==> src/rtl/rv_m_pkg.sv <==
// rtl/rv_m_pkg.sv - shared M-extension constants, op encodings and divider state type
package rv_m_pkg;

  localparam int XLEN  = 32;
  localparam int CNT_W = $clog2(XLEN);

  localparam logic [1:0] DIV_OP  = 2'b00;
  localparam logic [1:0] DIVU_OP = 2'b01;
  localparam logic [1:0] REM_OP  = 2'b10;
  localparam logic [1:0] REMU_OP = 2'b11;

  localparam logic [XLEN-1:0] DIV_ZERO_Q = {XLEN{1'b1}};
  localparam logic [XLEN-1:0] INT_MIN    = {1'b1, {(XLEN-1){1'b0}}};

  typedef enum logic [1:0] {
    IDLE = 2'd0,
    CALC = 2'd1,
    FIX  = 2'd2,
    DONE = 2'd3
  } div_state_t;

endpackage

==> src/rtl/iterative_divider_if.sv <==
// rtl/iterative_divider_if.sv - request/result bundle between EX stage and the divider
interface iterative_divider_if;
  import rv_m_pkg::*;

  logic            start_i;
  logic [1:0]      op_i;
  logic [XLEN-1:0] a_i;
  logic [XLEN-1:0] b_i;
  logic            flush_i;
  logic            busy_o;
  logic            done_o;
  logic [XLEN-1:0] res_o;

  modport master (output start_i, op_i, a_i, b_i, flush_i,
                  input  busy_o, done_o, res_o);
  modport slave  (input  start_i, op_i, a_i, b_i, flush_i,
                  output busy_o, done_o, res_o);

endinterface

==> src/rtl/div_step.sv <==
// rtl/div_step.sv - one restoring division iteration
module div_step
  import rv_m_pkg::*;
(
  input  logic [XLEN-1:0] rem,
  input  logic            dividend_bit,
  input  logic [XLEN-1:0] divisor,
  output logic [XLEN-1:0] rem_out,
  output logic            q_bit
);

  logic [XLEN:0] shifted;
  logic [XLEN:0] diff;

  // rem < divisor on entry, so the shifted value fits XLEN+1 bits and the sign of diff decides
  assign shifted = {rem, dividend_bit};
  assign diff    = shifted - {1'b0, divisor};
  assign q_bit   = ~diff[XLEN];
  assign rem_out = q_bit ? diff[XLEN-1:0] : shifted[XLEN-1:0];

endmodule

==> src/rtl/iterative_divider.sv <==
// rtl/iterative_divider.sv - RV32M DIV/DIVU/REM/REMU, one restoring quotient bit per cycle
module iterative_divider
  import rv_m_pkg::*;
(
  input logic                clk,
  input logic                rst_n,
  iterative_divider_if.slave bus
);

  div_state_t        state;
  logic              rem_sel;
  logic              neg_q;
  logic              neg_r;
  logic [XLEN-1:0]   divisor;
  logic [2*XLEN-1:0] rq;
  logic [CNT_W-1:0]  cnt;
  logic              busy_q;
  logic              done_q;
  logic [XLEN-1:0]   res_q;

  logic            signed_op, rem_op, a_neg, b_neg, is_zero, is_ovf;
  logic [XLEN-1:0] a_mag, b_mag, special_res, fix_res, quo, rem, step_rem;
  logic            step_q;

  assign signed_op = (bus.op_i == DIV_OP) || (bus.op_i == REM_OP);
  assign rem_op    = (bus.op_i == REM_OP) || (bus.op_i == REMU_OP);
  assign a_neg     = signed_op & bus.a_i[XLEN-1];
  assign b_neg     = signed_op & bus.b_i[XLEN-1];
  assign a_mag     = a_neg ? -bus.a_i : bus.a_i;
  assign b_mag     = b_neg ? -bus.b_i : bus.b_i;
  assign is_zero   = (bus.b_i == '0);
  assign is_ovf    = signed_op && (bus.a_i == INT_MIN) && (bus.b_i == {XLEN{1'b1}});

  assign special_res = rem_op ? (is_zero ? bus.a_i : '0)
                              : (is_zero ? DIV_ZERO_Q : INT_MIN);

  assign rem     = rq[2*XLEN-1:XLEN];
  assign quo     = rq[XLEN-1:0];
  assign fix_res = rem_sel ? (neg_r ? -rem : rem) : (neg_q ? -quo : quo);

  div_step u_step (
    .rem          (rem),
    .dividend_bit (rq[XLEN-1]),
    .divisor      (divisor),
    .rem_out      (step_rem),
    .q_bit        (step_q)
  );

  always_ff @(posedge clk or negedge rst_n) begin
    if (!rst_n) begin
      state   <= IDLE;
      rem_sel <= 1'b0;
      neg_q   <= 1'b0;
      neg_r   <= 1'b0;
      divisor <= '0;
      rq      <= '0;
      cnt     <= '0;
      busy_q  <= 1'b0;
      done_q  <= 1'b0;
      res_q   <= '0;
    end else if (bus.flush_i) begin
      state  <= IDLE;
      busy_q <= 1'b0;
      done_q <= 1'b0;
    end else begin
      case (state)
        IDLE, DONE: begin
          done_q <= 1'b0;
          state  <= IDLE;
          if (bus.start_i) begin
            rem_sel <= rem_op;
            neg_q   <= a_neg ^ b_neg;
            neg_r   <= a_neg;
            divisor <= b_mag;
            rq      <= {{XLEN{1'b0}}, a_mag};
            cnt     <= '0;
            if (is_zero || is_ovf) begin
              res_q  <= special_res;
              done_q <= 1'b1;
              state  <= DONE;
            end else begin
              busy_q <= 1'b1;
              state  <= CALC;
            end
          end
        end
        CALC: begin
          // remainder moves up into the high half as quotient bits shift in at the bottom
          rq  <= {step_rem, rq[XLEN-2:0], step_q};
          cnt <= cnt + 1'b1;
          if (cnt == CNT_W'(XLEN - 1)) state <= FIX;
        end
        FIX: begin
          res_q  <= fix_res;
          busy_q <= 1'b0;
          done_q <= 1'b1;
          state  <= DONE;
        end
        default: state <= IDLE;
      endcase
    end
  end

  assign bus.busy_o = busy_q;
  assign bus.done_o = done_q;
  assign bus.res_o  = res_q;

endmodule

==> src/flat_wrapper.sv <==
// flat-port wrapper written by rule: the top's interface ports become plain ports
module iterative_divider_flat import rv_m_pkg::*;
  (clk, rst_n, bus_start_i, bus_op_i, bus_a_i, bus_b_i, bus_flush_i, bus_busy_o, bus_done_o, bus_res_o);
  iterative_divider_if bus_i ();
  input logic clk;
  input logic rst_n;
  input wire logic [$bits(bus_i.start_i)-1:0] bus_start_i;
  input wire logic [$bits(bus_i.op_i)-1:0] bus_op_i;
  input wire logic [$bits(bus_i.a_i)-1:0] bus_a_i;
  input wire logic [$bits(bus_i.b_i)-1:0] bus_b_i;
  input wire logic [$bits(bus_i.flush_i)-1:0] bus_flush_i;
  output wire logic [$bits(bus_i.busy_o)-1:0] bus_busy_o;
  output wire logic [$bits(bus_i.done_o)-1:0] bus_done_o;
  output wire logic [$bits(bus_i.res_o)-1:0] bus_res_o;
  assign bus_i.start_i = bus_start_i;
  assign bus_i.op_i = bus_op_i;
  assign bus_i.a_i = bus_a_i;
  assign bus_i.b_i = bus_b_i;
  assign bus_i.flush_i = bus_flush_i;
  assign bus_busy_o = bus_i.busy_o;
  assign bus_done_o = bus_i.done_o;
  assign bus_res_o = bus_i.res_o;
  iterative_divider u_core (.clk(clk), .rst_n(rst_n), .bus(bus_i));
endmodule
==> config.mk <==
export PLATFORM = sky130hd
export DESIGN_NAME = iterative_divider_flat
export DESIGN_NICKNAME = d
export VERILOG_FILES = /design/src/rtl/rv_m_pkg.sv /design/src/rtl/iterative_divider_if.sv /design/src/rtl/div_step.sv /design/src/rtl/iterative_divider.sv /design/src/flat_wrapper.sv
export SDC_FILE = /design/constraint.sdc
export NUM_CORES = 1
export LEC_CHECK = 0
export ABC_AREA = 0
export CAP_MARGIN = 10
export CELL_PAD_IN_SITES_DETAIL_PLACEMENT = 1
export CELL_PAD_IN_SITES_GLOBAL_PLACEMENT = 2
export CORE_ASPECT_RATIO = 0.6
export CORE_UTILIZATION = 36
export DETAILED_ROUTE_END_ITERATION = 10
export MAX_ROUTING_LAYER = met4
export PLACE_DENSITY_LB_ADDON = 0.1
export SLEW_MARGIN = 20
export SYNTH_ARGS = -nofsm -noshare
export SYNTH_HDL_FRONTEND = slang
export SYNTH_HIERARCHICAL = 1
export SYNTH_SLANG_ARGS = --single-unit
==> constraint.sdc <==
create_clock -name clk -period 4.7 [get_ports clk]
set_input_delay 0.94 -clock clk [delete_from_list [all_inputs] [get_ports clk]]
set_output_delay 0.94 -clock clk [all_outputs]
set_load 0.02 [all_outputs]
==> impl_results.md <==
- Run status: finished clean
- Worst r2r dst: u_core/rq[37]
- Synthesis warning total: 6
- EDFF count, synth: 0
- Fmax: 266.6 MHz
- Net Switching: 0.004274 W
- Worst-path fanout max: 23
- Hold Buf Count CTS: 0
- P_int: 0.004687 W
- Family with the most delay on the worst path: simple AND/OR/NAND/NOR gates
- R2R Path Start: u_core/divisor[0]
- Area growth from synthesis to layout: 16.89%
- Post-CTS Setup Bufs: 0
- Routed vias/inst: 5.921
- Initial antenna violation count: 1
- Syn Nets: 1,463
- FF-to-FF setup slack: 0.99 ns
- PD cells: 665.4 nW/um^2
- Critical Path AT: 4.09 ns
- Die width: 233.0 um
- Logic gate share of total power: 57.4%
- DR vias: 10,940
- Pre-CTS setup slack: 0.5393 ns
- Leak: 5.601 nW
- CTS tree: built
- Net Sw Frac: 47.70%
- Remaining antenna violation count: 0
- Total CTS buffers: 17
- Clock-pin slew on the worst setup and hold paths: 0.06 ns
- CP Capture Type: flop
- Worst-Skew Late Latency: 0.45 ns
- Clock power share: 15.7%
- Largest net degree at the start of global routing: 82
- Post-synth top area share: 30.41%
- # nets final: 1,531
- CP required: 5.04 ns
- Maximum vdd drop: 0.3330 mV
- Antenna diode count: 0
- Seq/Total Area, Yosys: 30.41%
- Critical Path Max Stage Delay: 0.52 ns
- CTS H-tree depth: 4
- Cell Rows: 50
- Worst Slack Setup Final: 0.9496 ns
- Crit path to: u_core/bus.res_o[14]
- Overflow after GRT: 0
- Crit path cell chain: clkdlybuf4s50_1, inv_1, ha_1, or4b_1, nor4_4, nand3_1, o21ai_2, and2_1, buf_4, mux2_2
- Hold WC Path Type: reg -> reg
- Crit Path Class: in -> reg
- Post-synthesis cell type count: 91
- Worst Setup Start Kind: primary input
- Input/output buffers: 103
- Clock buffer depth: 2
- Vias in the first global route: 10,550
- R2R cell count: 13
- Iter 0 DRT Violations: 927
- CTS root buf: clkbuf_16
- Slew @ Worst Pin: 1.074 ns
- RSZ-0062 raised after global routing: no
- Main synth FF type: dfrtp_1
- Die Ht: 140.6 um
- Final Slew Violations: 0
- Remaining DRCs: 0
- Slowest-stage cell, CP: clkdlybuf4s50_1
- Mapped Area: 11,520 um^2
- Part of the power in registers: 26.9%
- Total negative slack: 0 ns
- GRT Total Usage: 28.28%
- Max Cap Viol: 0
- Layout cells sized above 1: 8.869%
- Post-synth top cells: dfrtp_1, o21ai_0, nand2_1
- Critical Path Source: bus_a_i[0]
- Yosys reg bits: 140
- Detailed-placement wirelength estimate: 33,370 um
- Levels on crit path: 10
- # setup viols final: 0
- Ports: 104
- Mapped Cells: 1,351
- Top cells by area, synth: dfrtp_1, xnor2_1, o21ai_0, a21oi_1, ha_1
- Worst Path Buf+Inv: 3
- Clk_skew: 0.009666 ns
- DR pass1 iterations: 5
- Final Hold Viols: 0
- Avg Inst Size Synth: 8.529 um^2
- Asr flop ratio synth: 100.0%
- Core area: 31,340 um^2
- CTS Sinks: 140
- Yosys top cell by area: dfrtp_1
- Total Wirelength: 44,150 um
- Top-count cell post-synth: dfrtp_1
- Slew headroom: 28.40%
- Die footprint: 32,750 um^2
- Final Wtd Congestion: 0.9098
- Initial core utilization: 36.76%
- Final min period: 3.750 ns
- Post-route clock period utilization: 79.79%
- Avg WL per Cell: 23.89 um
- CTS resizes: 0
- Global-route wire length before repair: 67,360 um
-- stage by stage --
step           std cells  instance area (um^2)  power (W)  util (%)  hold WS, ns
6_report            1848                 13470   0.008962     42.97       0.4834
2_1_floorplan       1351                 11520   0.005903         -       0.4498
4_1_cts             1848                 13470   0.008926     42.97       0.4881
3_3_place_gp        1816                 12880   0.007386     41.10       0.4623
5_1_grt             1848                 13470   0.009548     42.97       0.5249
3_5_place_dp        1816                 12880   0.007465     41.10       0.4749
-- cell type report --
type                       count  area [um^2]
fill                        3699        17870
multi-input combinational   1065         7347
sequential                   140         3503
timing repair buffer         133         1270
tap                          416        520.5
clock buffer                  24        471.7
inverter                      62        240.2
clock inverter                 8        115.1
-- registers in the layout, indices dropped and copies added, names as in the netlist, 2 cells and up --
signal            flops
u_core/bus.res_o     32
u_core/cnt            5
u_core/divisor       32
u_core/rq            64
u_core/state          2
-- cells in the final DEF, fill, tap and decap left out, types with 9 or more instances in the layout --
cell type,n
a21o_1,16
o31ai_1,33
mux2_2,10
o41ai_1,14
inv_1,61
a22oi_1,9
nor4_1,15
nand3_1,23
clkdlybuf4s50_1,102
a41oi_1,16
ha_1,40
nand2b_1,12
nand2_1,123
xnor2_1,99
or4_1,22
nand4_1,15
a21oi_1,105
xor2_1,41
and3_1,11
mux2i_1,19
o21ai_0,133
clkbuf_16,17
dfrtp_1,140
nor3_1,23
nor2_1,70
a22o_1,32
or3_1,15
a31oi_1,28
o211ai_1,9
mux2_4,20
buf_4,29
-- power by group through the flow --
stage               combinational [W]  clock, W  sequential [W]
detailed placement            0.00506         0         0.00241
global route                  0.00559   0.00148         0.00247
floorplan                     0.00369         0         0.00221
finish                        0.00514   0.00141         0.00241
CTS                           0.00510   0.00143         0.00239
global placement              0.00499         0         0.00239
-- per-layer routing --
metal | global-route usage (%) | vias up | routed length, um
met2 | 35.59 | 334 | 16960
met4 | 5.814 | 0 | 465
met1 | 44.14 | 5476 | 23540
met5 | - | - | 0
met3 | 6.796 | 32 | 3187
li1 | - | 5100 | -
-- worst register-to-register path, stage by stage, from the launching register on --
cell	delay [ns]
dfrtp_1	0.44
ha_1	0.26
fa_1	0.40
and2b_1	0.25
o2111ai_2	0.13
a21oi_2	0.22
o2111ai_1	0.21
a211oi_2	0.34
nor2_4	0.11
mux2i_4	0.20
and2_4	0.23
inv_8	0.23
mux2_2	0.38
a22o_1	0.20
-- cells by family (layout without fill, tap and decap cells) --
logic type,count (synthesis),count (layout),share of synthesized area (%)
compound gates,446,446,25.06
simple gates,385,385,17.67
buf+inv,146,227,5.972
xor+xnor,140,140,10.64
flops,140,140,30.41
mux,52,52,5.625
fa+ha+maj,42,42,4.626
-- worst min-delay path by stage --
stage / end / start / cells after the start / slack, ns
after floorplan: u_core/divisor[10] / u_core/divisor[10] / 2 / 0.45
after global placement: u_core/divisor[28] / u_core/divisor[28] / 2 / 0.46
after detailed placement: u_core/divisor[9] / u_core/divisor[9] / 2 / 0.47
after CTS: u_core/divisor[9] / u_core/divisor[9] / 2 / 0.49
after global routing: u_core/divisor[11] / u_core/divisor[11] / 2 / 0.52
final: u_core/divisor[30] / u_core/divisor[30] / 2 / 0.48
No activity file was read; power rests on OpenSTA's default activity.
